==> src/rtl/apb_rx_pkg.sv <==
// rtl/apb_rx_pkg.sv - shared state type, limits and data-length clamp for the UART RX frame engine
package apb_rx_pkg;

  typedef enum logic [2:0] {IDLE, START, DATA, PARITY, STOP1, STOP2} rx_state_t;

  localparam int MIN_DATA_W = 5;

  // Out-of-range lengths fall back to the full data width.
  function automatic logic [4:0] clamp_len(input logic [4:0] len, input int max_w);
    if (int'(len) < MIN_DATA_W || int'(len) > max_w) return 5'(max_w);
    return len;
  endfunction

endpackage

==> src/rtl/apb_rx_sampler.sv <==
// rtl/apb_rx_sampler.sv - rx synchroniser and three-sample majority voter
module apb_rx_sampler #(
  parameter  int OSR = 16,
  localparam int CW  = $clog2(OSR)
) (
  input  logic          clk,
  input  logic          rstn,
  input  logic          rx,
  input  logic          os_tick,
  input  logic [CW-1:0] os_cnt,
  output logic          rx_sync,
  output logic          bit_val
);

  logic meta;
  logic s0;
  logic s1;

  always_ff @(posedge clk) begin
    if (!rstn) begin
      meta    <= 1'b1;
      rx_sync <= 1'b1;
      s0      <= 1'b1;
      s1      <= 1'b1;
    end else begin
      meta    <= rx;
      rx_sync <= meta;
      if (os_tick && os_cnt == CW'(OSR/2 - 1)) s0 <= rx_sync;
      if (os_tick && os_cnt == CW'(OSR/2))     s1 <= rx_sync;
    end
  end

  // Third sample is the live synchronised value, so the vote is ready on the OSR/2+1 tick.
  assign bit_val = (s0 & s1) | (s0 & rx_sync) | (s1 & rx_sync);

endmodule

==> src/rtl/apb_rx_frame.sv <==
// rtl/apb_rx_frame.sv - oversampled UART RX frame engine; APB_RX_PARITY_EN adds the parity bit
module apb_rx_frame
  import apb_rx_pkg::*;
#(
  parameter int DATA_W = 8,
  parameter int OSR    = 16
) (
  input  logic              clk,
  input  logic              rstn,
  input  logic              sel,
  input  logic              rx_en,
  input  logic              os_tick,
  input  logic              rx,
  input  logic [4:0]        data_len,
  input  logic              stop2,
`ifdef APB_RX_PARITY_EN
  input  logic              par_en,
  input  logic              par_odd,
`endif
  input  logic              err_clr,
  output logic [DATA_W-1:0] rx_data,
  output logic              rx_valid,
  input  logic              rx_ready,
  output logic              frame_err,
  output logic              par_err,
  output logic              overrun,
  output logic              busy
);

  localparam int CW = $clog2(OSR);
  localparam logic [CW-1:0] MID  = CW'(OSR/2 + 1);
  localparam logic [CW-1:0] LAST = CW'(OSR - 1);

  rx_state_t         state, state_nxt;
  logic [CW-1:0]     os_cnt;
  logic [4:0]        bit_cnt;
  logic [4:0]        len_q;
  logic              stop2_q;
  logic [DATA_W-1:0] data_sh;
  logic              fe_pend;
  logic              rx_sync;
  logic              bit_val;
  logic              en, mid, last, done;
  logic              fe_new, pe_new;

`ifdef APB_RX_PARITY_EN
  logic par_en_q, par_odd_q, par_acc, pe_pend;
  assign pe_new = pe_pend;
`else
  assign pe_new = 1'b0;
`endif

  apb_rx_sampler #(.OSR(OSR)) u_sampler (
    .clk     (clk),
    .rstn    (rstn),
    .rx      (rx),
    .os_tick (os_tick),
    .os_cnt  (os_cnt),
    .rx_sync (rx_sync),
    .bit_val (bit_val)
  );

  assign en     = sel & rx_en;
  assign mid    = os_tick && os_cnt == MID;
  assign last   = os_tick && os_cnt == LAST;
  assign fe_new = !bit_val | (state == STOP2 && fe_pend);
  assign busy   = state != IDLE;

  always_comb begin
    state_nxt = state;
    done      = 1'b0;
    case (state)
      IDLE:   if (os_tick && !rx_sync) state_nxt = START;
      START:  if (mid && bit_val) state_nxt = IDLE;
              else if (last)      state_nxt = DATA;
      DATA:   if (last && bit_cnt == len_q - 5'd1) begin
`ifdef APB_RX_PARITY_EN
                state_nxt = par_en_q ? PARITY : STOP1;
`else
                state_nxt = STOP1;
`endif
              end
`ifdef APB_RX_PARITY_EN
      PARITY: if (last) state_nxt = STOP1;
`endif
      STOP1:  if (mid && !stop2_q) begin
                done      = 1'b1;
                state_nxt = IDLE;
              end else if (last) state_nxt = STOP2;
      STOP2:  if (mid) begin
                done      = 1'b1;
                state_nxt = IDLE;
              end
      default: state_nxt = IDLE;
    endcase
    // Disabling aborts silently: no completion, no flags.
    if (!en) begin
      state_nxt = IDLE;
      done      = 1'b0;
    end
  end

  always_ff @(posedge clk) begin
    if (!rstn) begin
      state   <= IDLE;
      os_cnt  <= '0;
      bit_cnt <= '0;
      len_q   <= 5'(DATA_W);
      stop2_q <= 1'b0;
      data_sh <= '0;
      fe_pend <= 1'b0;
`ifdef APB_RX_PARITY_EN
      par_en_q  <= 1'b0;
      par_odd_q <= 1'b0;
      par_acc   <= 1'b0;
      pe_pend   <= 1'b0;
`endif
    end else begin
      state <= state_nxt;
      if (state_nxt == IDLE) begin
        os_cnt  <= '0;
        bit_cnt <= '0;
      end else if (os_tick) begin
        os_cnt <= last ? '0 : os_cnt + 1'b1;
      end
      if (state == START && state_nxt == DATA) begin
        bit_cnt <= '0;
        data_sh <= '0;
        fe_pend <= 1'b0;
        len_q   <= clamp_len(data_len, DATA_W);
        stop2_q <= stop2;
`ifdef APB_RX_PARITY_EN
        par_en_q  <= par_en;
        par_odd_q <= par_odd;
        par_acc   <= 1'b0;
        pe_pend   <= 1'b0;
`endif
      end
      if (en && state == DATA) begin
        if (mid) begin
          for (int i = 0; i < DATA_W; i++)
            if (bit_cnt == 5'(i)) data_sh[i] <= bit_val;
`ifdef APB_RX_PARITY_EN
          par_acc <= par_acc ^ bit_val;
`endif
        end
        if (last) bit_cnt <= bit_cnt + 5'd1;
      end
`ifdef APB_RX_PARITY_EN
      if (en && state == PARITY && mid) pe_pend <= bit_val != (par_acc ^ par_odd_q);
`endif
      if (en && state == STOP1 && mid) fe_pend <= !bit_val;
    end
  end

  always_ff @(posedge clk) begin
    if (!rstn) begin
      rx_data   <= '0;
      rx_valid  <= 1'b0;
      frame_err <= 1'b0;
      par_err   <= 1'b0;
      overrun   <= 1'b0;
    end else begin
      if (done && (!rx_valid || rx_ready)) begin
        rx_data   <= data_sh;
        frame_err <= fe_new;
        par_err   <= pe_new;
        rx_valid  <= 1'b1;
      end else if (rx_valid && rx_ready) begin
        rx_valid <= 1'b0;
      end
      if (done && rx_valid && !rx_ready) overrun <= 1'b1;
      else if (err_clr)                  overrun <= 1'b0;
    end
  end

endmodule

==> config.mk <==
export PLATFORM = sky130hd
export DESIGN_NAME = apb_rx_frame
export DESIGN_NICKNAME = d
export VERILOG_FILES = /design/src/rtl/apb_rx_pkg.sv /design/src/rtl/apb_rx_sampler.sv /design/src/rtl/apb_rx_frame.sv
export SDC_FILE = /design/constraint.sdc
export NUM_CORES = 1
export LEC_CHECK = 0
export CORE_MARGIN = 2
export CORE_UTILIZATION = 35
export DETAILED_ROUTE_END_ITERATION = 10
export PLACE_DENSITY_LB_ADDON = 0.3
export SKIP_LAST_GASP = 1
export SLEW_MARGIN = 40
export SYNTH_ARGS = -nofsm -noshare
export SYNTH_HDL_FRONTEND = slang
export SYNTH_SLANG_ARGS = --single-unit
==> constraint.sdc <==
create_clock -name clk -period 1.68 [get_ports clk]
set_input_delay 0.168 -clock clk [delete_from_list [all_inputs] [get_ports clk]]
set_output_delay 0.168 -clock clk [all_outputs]
set_load 0.02 [all_outputs]
==> flow_metrics.py, run 1 <==
metrics = {
    "sta": {
        "fmax_ghz": 0.592,
        "rsz0062_at_grt": "true",
        "min_period_ps": 1690,
        "skew_ps": 6.01,
        "setup-violations-final": 2,
        "finalMaxSlewViolations": 0,
        "layout_setup_ws_ps": -8.56,
        "post-route-period-util": 1.01,
        "hold_violations": 0,
    },
    "outcome": {
        "violations": "negative setup slack",
        "status": "finished with violations",
    },
    "cells_and_area": {
        "postLayoutCellArea_um2": 3070,
        "drive_gt1_frac": 0.307,
        "layout_common_cells": "buf_4 (38), dfxtp_1 (36), nand3_1 (25), clkdlybuf4s50_1 (23), nand2_1 (16)",
        "final_nets": 324,
        "layout_commonest_cell": "buf_4",
        "diodes": 0,
        "areaGrowthSynthToFinish_pct": 42.6,
    },
    "yosys": {
        "synth_area_per_cell_um2": 8.98,
        "yosys.area_share.simple": 0.278,
        "yosys-top-cells-area": "dfxtp_1 (39%), nand3_1 (6.5%), ha_1 (4.6%)",
        "synth-async-reset-ratio": 0,
        "synth_xor_area_frac": 0.0325,
        "synth_top_family_by_area": "simple AND/OR/NAND/NOR gates",
        "synth.top_cell.area_share": 0.390,
        "synthCells": 240,
        "synth_compound_area_frac": 0.153,
        "synth-seq-cells": 42,
        "synth_nets": 262,
        "synth_fa_ha_area_frac": 0.0511,
        "synth_flop_cell": "dfxtp_1",
        "synth_edf_count": 0,
        "synth.yosys.warnings": 0,
        "synth_cell_types": 48,
        "synth_top_area_cell": "dfxtp_1",
        "synthMuxAreaShare": 0.0517,
        "netlist_area_um2": 2150,
        "yosysSeqAreaShare": 0.390,
    },
    "clock_tree": {
        "cts_buffers": 5,
        "path_clk_slew_ps": 80,
        "cts_sinks": 42,
        "cts_tree": "done",
        "insertion_delay_ps": 300,
        "hold_buffers": 0,
        "htree_levels": 2,
        "clock_path_buffers": 2,
        "clock-root-buffer": "clkbuf_8",
    },
    "global_routing": {
        "grt_overflow": 0,
        "grtUsageTotal": 0.156,
        "grtUsageMet3": 0.0391,
        "antenna_found_initial": 0,
        "grt_first_pass_wirelength_um": 8110,
        "grt_pass1_vias": 1819,
        "grt.busiest_layer": "met2",
        "grt_use_met1": 0.191,
        "grt_max_degree": 34,
        "met2_usage": 0.260,
    },
    "critical_path": {
        "r2r-end": "os_cnt[3]",
        "r2r_slack_ps": -9,
        "required_ps": 1920,
        "worstSetupPathType": "flip-flop to flip-flop",
        "critPathCaptureType": "flip-flop",
        "critPathMaxFanout": 4,
        "worst-r2r-cell-count": 5,
        "worstPathArrival_ps": 1930,
        "timing.rr.start": "state[2]",
        "critical_path.startpoint_type": "flip-flop",
    },
    "floorplan": {
        "start_util": 0.364,
        "core_um2": 5920,
        "fp-row-count": 28,
        "die_w_um": 82.5,
        "boundaryPins": 27,
        "die_y_um": 82.5,
        "die_area_um2": 6800,
    },
    "placed_design": {
        "place_congestion": 0.874,
        "numPortBuffers": 25,
        "place_area_um2": 2720,
        "post-dp-hpwl_um": 3420,
    },
    "power_and_ir_drop": {
        "power_density_nw_per_um2": 615,
        "seq_power_share": 0.525,
        "total_power_mw": 1.89,
        "leakage_nw": 1.12,
        "p_switching_uw": 409,
        "peakVddDrop_uv": 300,
        "switching_share": 0.216,
        "p_comb_frac": 0.044,
        "p_clk_frac": 0.431,
        "p_int_mw": 1.48,
    },
    "detailed_routing": {
        "initialDrtViolationCount": 69,
        "via_per_inst": 5.14,
        "drtPass1Iterations": 4,
        "wl_per_cell_um": 13.6,
        "vias": 1944,
        "routed_wirelength_um": 5150,
        "ant_nets": 0,
        "drcViolationCount": 0,
    },
    "worst_hold_path": {
        "whs_path_depth": 1,
        "hold_path_end": "u_sampler.rx_sync",
        "worstHoldStart": "u_sampler.meta",
        "hp-class": "flip-flop to flip-flop",
    },
    "flow_run": {
        "drv_cap": 0,
    },
}
-- power groups by stage --
stage          combinational [mW]  sequential [mW]  clock, mW
3_3_place_gp               0.0773             1.02          0
5_1_grt                    0.0875            0.993      0.875
6_report                   0.0822            0.992      0.815
2_1_floorplan              0.0334             1.02          0
3_5_place_dp               0.0783             1.02          0
4_1_cts                    0.0798            0.994      0.828
-- final cells by class --
class | count | area, um2
well taps | 75 | 93.8
clock inverters | 3 | 45.0
multi-input cells | 179 | 1380
clock buffers | 5 | 68.8
fillers | 541 | 2850
repair buffers | 68 | 607
flip-flops and latches | 42 | 856
inverters | 6 | 25.0
-- sequential cells by signal (all words and copies together) (netlist names) --
name / flops
u_sampler.rx_sync: 1
bit_cnt: 5
rx_data: 8
data_sh: 8
frame_err: 1
fe_pend: 1
rx_valid: 1
stop2_q: 1
os_cnt: 4
len_q: 5
u_sampler.s0: 1
overrun: 1
u_sampler.s1: 1
state: 3
u_sampler.meta: 1
-- cell families (layout without fill, tap and decap cells) --
group                      count (synthesis)  after routing
and+or+nand+nor                          106            106
AOI/OAI and AO/OA                         44             44
DFF                                       42             42
buffers and inverters                     19             82
muxes                                     11             11
adders and majority gates                  9              9
xor gates and xnor gates                   8              8
other                                      1              1
-- worst max-delay path, stage by stage, from the launching register on --
cell and delay, ps:
dfxtp_4 360, or4b_4 530, a21oi_4 160, o32ai_4 120, a211o_4 370, a21oi_2 100
-- how the worst max path moves through the flow --
stage | to | slack (ps) | startpoint
floorplan | os_cnt[3] | 30 | os_cnt[0]
global placement | os_cnt[3] | -350 | os_tick
detailed placement | os_cnt[2] | -390 | os_tick
CTS | os_cnt[3] | -20 | state[2]
global route | len_q[3] | -100 | os_cnt[0]
finish | os_cnt[3] | -9 | state[2]
-- Yosys cell counts, drive strengths merged, types with 3 or more instances --
master,instances
nand2b,3
mux2i,10
nand4,10
inv,6
nor3,5
o21ai,5
dfxtp,42
nor2b,13
nand3,28
xnor2,3
nor3b,3
xor2,5
ha,8
nand2,17
a21boi,13
clkbuf,6
a21oi,9
buf,7
nor2,14
-- per-stage QoR --
stage               setup slack [ps]  std cells  hold WS, ps  utilization  setup TNS (ps)
CTS                            -18.8        376          416        0.507           -52.8
finish                         -8.56        378          417        0.519           -13.2
floorplan                       25.9        240          241            -               0
detailed placement              -388        361          402        0.459           -8510
global route                    -103        378          422        0.519           -1310
global placement                -352        361          392        0.459           -7580
-- routing by layer --
metal | share of wire | up-vias | routed length (um)
met3 | 0.036 | 8 | 183
met1 | 0.45 | 919 | 2340
met5 | 0 | - | 0
met4 | 0.017 | 0 | 85
met2 | 0.49 | 39 | 2540
li1 | - | 978 | -
-- repair_timing --
| item | 4_1_cts | 5_1_grt |
|---|---|---|
| setup buffers | 6 | 2 |
| cloned | 1 | 0 |
| endpoints found under the setup margin | 24 | 34 |
| gates resized for setup | 37 | 17 |
| pin swaps | 18 | 8 |
Power figures use the tool's default switching activity.
==> run 2, diff against run 1 <==
CORE_MARGIN = 1   (was 2)
==> run 2 against run 1 <==
Compared with the run above:
- the run still ends with negative setup slack left
- power grew 7.3%
- routed wire length decreased by 4.9%
- maximum frequency shrank 2.3%
- largest power group unchanged
- worst setup slack got worse by 40 ps
- critical path depth rose by 3
- sequential share of layout area rose by 0.40 points
- utilization fell by 0.89 points
- clock skew increased by 3.1 ps
- non-clock buffer count is 7 lower
- first-iteration DRC count shrank 13%
==> flow_metrics.py, run 2 (synthesis gave the netlist of run 1 again) <==
metrics = {
    "global_routing": {
        "grt_first_pass_wirelength_um": 8000,
        "antenna_found_initial": 0,
        "grt_overflow": 0,
        "grt_max_degree": 32,
        "grt_pass1_vias": 1766,
        "grtUsageTotal": 0.160,
    },
    "detailed_routing": {
        "drcViolationCount": 0,
        "ant_nets": 0,
        "routed_wirelength_um": 4890,
        "wl_per_cell_um": 13.2,
        "initialDrtViolationCount": 60,
        "vias": 1877,
        "via_per_inst": 5.06,
        "drtPass1Iterations": 4,
    },
    "sta": {
        "fmax_ghz": 0.579,
        "hold_violations": 0,
        "setup-violations-final": 10,
        "post-route-period-util": 1.03,
        "min_period_ps": 1730,
        "rsz0062_at_grt": "true",
        "skew_ps": 9.11,
        "layout_setup_ws_ps": -48.4,
        "finalMaxSlewViolations": 0,
    },
    "floorplan": {
        "start_util": 0.364,
        "fp-row-count": 28,
        "boundaryPins": 27,
        "core_um2": 5920,
        "die_y_um": 80.5,
        "die_w_um": 80.5,
        "die_area_um2": 6470,
    },
    "flow_run": {
        "drv_cap": 0,
    },
    "clock_tree": {
        "clock-root-buffer": "clkbuf_8",
        "hold_buffers": 0,
        "insertion_delay_ps": 290,
        "clock_path_buffers": 2,
        "cts_tree": "done",
        "path_clk_slew_ps": 80,
        "htree_levels": 2,
        "cts_sinks": 42,
        "cts_buffers": 5,
    },
    "cells_and_area": {
        "top_regs": "data_sh (8), rx_data (8)",
        "diodes": 0,
        "areaGrowthSynthToFinish_pct": 40.1,
        "ff_latch_area_um2": 853,
        "drive_gt1_frac": 0.284,
        "final_nets": 317,
        "layout_commonest_cell": "dfxtp_1",
        "fillerInstances": 538,
        "multiInputGateArea_um2": 1370,
        "layout_common_cells": "dfxtp_1 (36), buf_4 (32), nand3_1 (24), clkdlybuf4s50_1 (23), nand2_1 (16)",
        "postLayoutCellArea_um2": 3020,
    },
    "critical_path": {
        "critPathMaxFanout": 4,
        "cp_cell_sequence": "inv_4 > ha_4 > nand4b_1 > o21ai_2 > a21oi_4 > o32ai_4 > a21oi_1 > o211a_1",
        "cp_top_family": "compound AO/OA/AOI/OAI gates",
        "max_stage_delay_ps": 370,
        "critPathCaptureType": "flip-flop",
        "worstPathArrival_ps": 1910,
        "cp_num_buf_inv": 1,
        "required_ps": 1870,
        "crit_slowest_cell": "dfxtp_4",
        "worstSetupPathType": "flip-flop to flip-flop",
        "critical_path.startpoint_type": "flip-flop",
    },
    "power_and_ir_drop": {
        "power_density_nw_per_um2": 672,
        "leakage_nw": 1.10,
        "total_power_mw": 2.03,
        "peakVddDrop_uv": 363,
    },
    "worst_hold_path": {
        "hp-class": "flip-flop to flip-flop",
    },
    "placed_design": {
        "place_area_um2": 2720,
        "place_congestion": 0.909,
        "post-dp-hpwl_um": 3400,
        "numPortBuffers": 25,
    },
    "outcome": {
        "violations": "negative setup slack",
        "status": "finished with violations",
    },
}
run 2: cell type report:
cell class / instances / area share
Multi-Input combinational cell: 179 / 0.453
Sequential cell: 42 / 0.283
Timing Repair Buffer: 61 / 0.180
Tap cell: 75 / 0.0311
Clock buffer: 5 / 0.0228
Clock inverter: 3 / 0.0228
Inverter: 6 / 0.00829
run 2: path summary, 6_finish.rpt:
check | startpoint | to | cells past startpoint | slack [ps]
worst min register to register | u_sampler.meta | u_sampler.rx_sync | 1 | 420
worst min-delay path | u_sampler.meta | u_sampler.rx_sync | 1 | 420
worst max-delay path | os_cnt[1] | bit_cnt[2] | 8 | -50
worst max register to register | os_cnt[1] | bit_cnt[2] | 8 | -50
run 2: through the flow:
stage               std cells  hold WS (ps)  utilization  worst slack, ps  setup TNS (ps)
CTS                       369           424        0.492            -30.5            -111
global route              371           433        0.510             -122           -1350
finish                    371           419        0.510            -48.4            -261
detailed placement        361           404        0.459             -376           -6870
global placement          361           399        0.459             -313           -5790
floorplan                 240           241            -             25.9               0
run 2: timing repair:
action                     in CTS  in global routing
setup endpoints to repair      19                 35
buffers inserted                0                  2
gates resized for setup        19                 33
pin swaps                      13                 17
gates cloned                    0                  1
run 2: layer usage:
metal  global-route usage  share of wire
met1                0.198           0.47
met2                0.276           0.49
met3               0.0273          0.021
met4               0.0536          0.014
met5                    0              0
run 2: where the power goes:
group / switching, mW / internal (mW) / total, mW
clock network: 0.359 / 0.595 / 0.954
logic: 0.0319 / 0.0474 / 0.0793
registers: 0.00100 / 0.993 / 0.994
total: 0.392 / 1.64 / 2.03
==> run 3, diff against run 2 <==
CTS_CLUSTER_DIAMETER = 30   (was default)
HOLD_SLACK_MARGIN = 0.02   (was default)
==> results of run 3 <==
No change in the layout: final DEF, timing and power equal those of run 2.
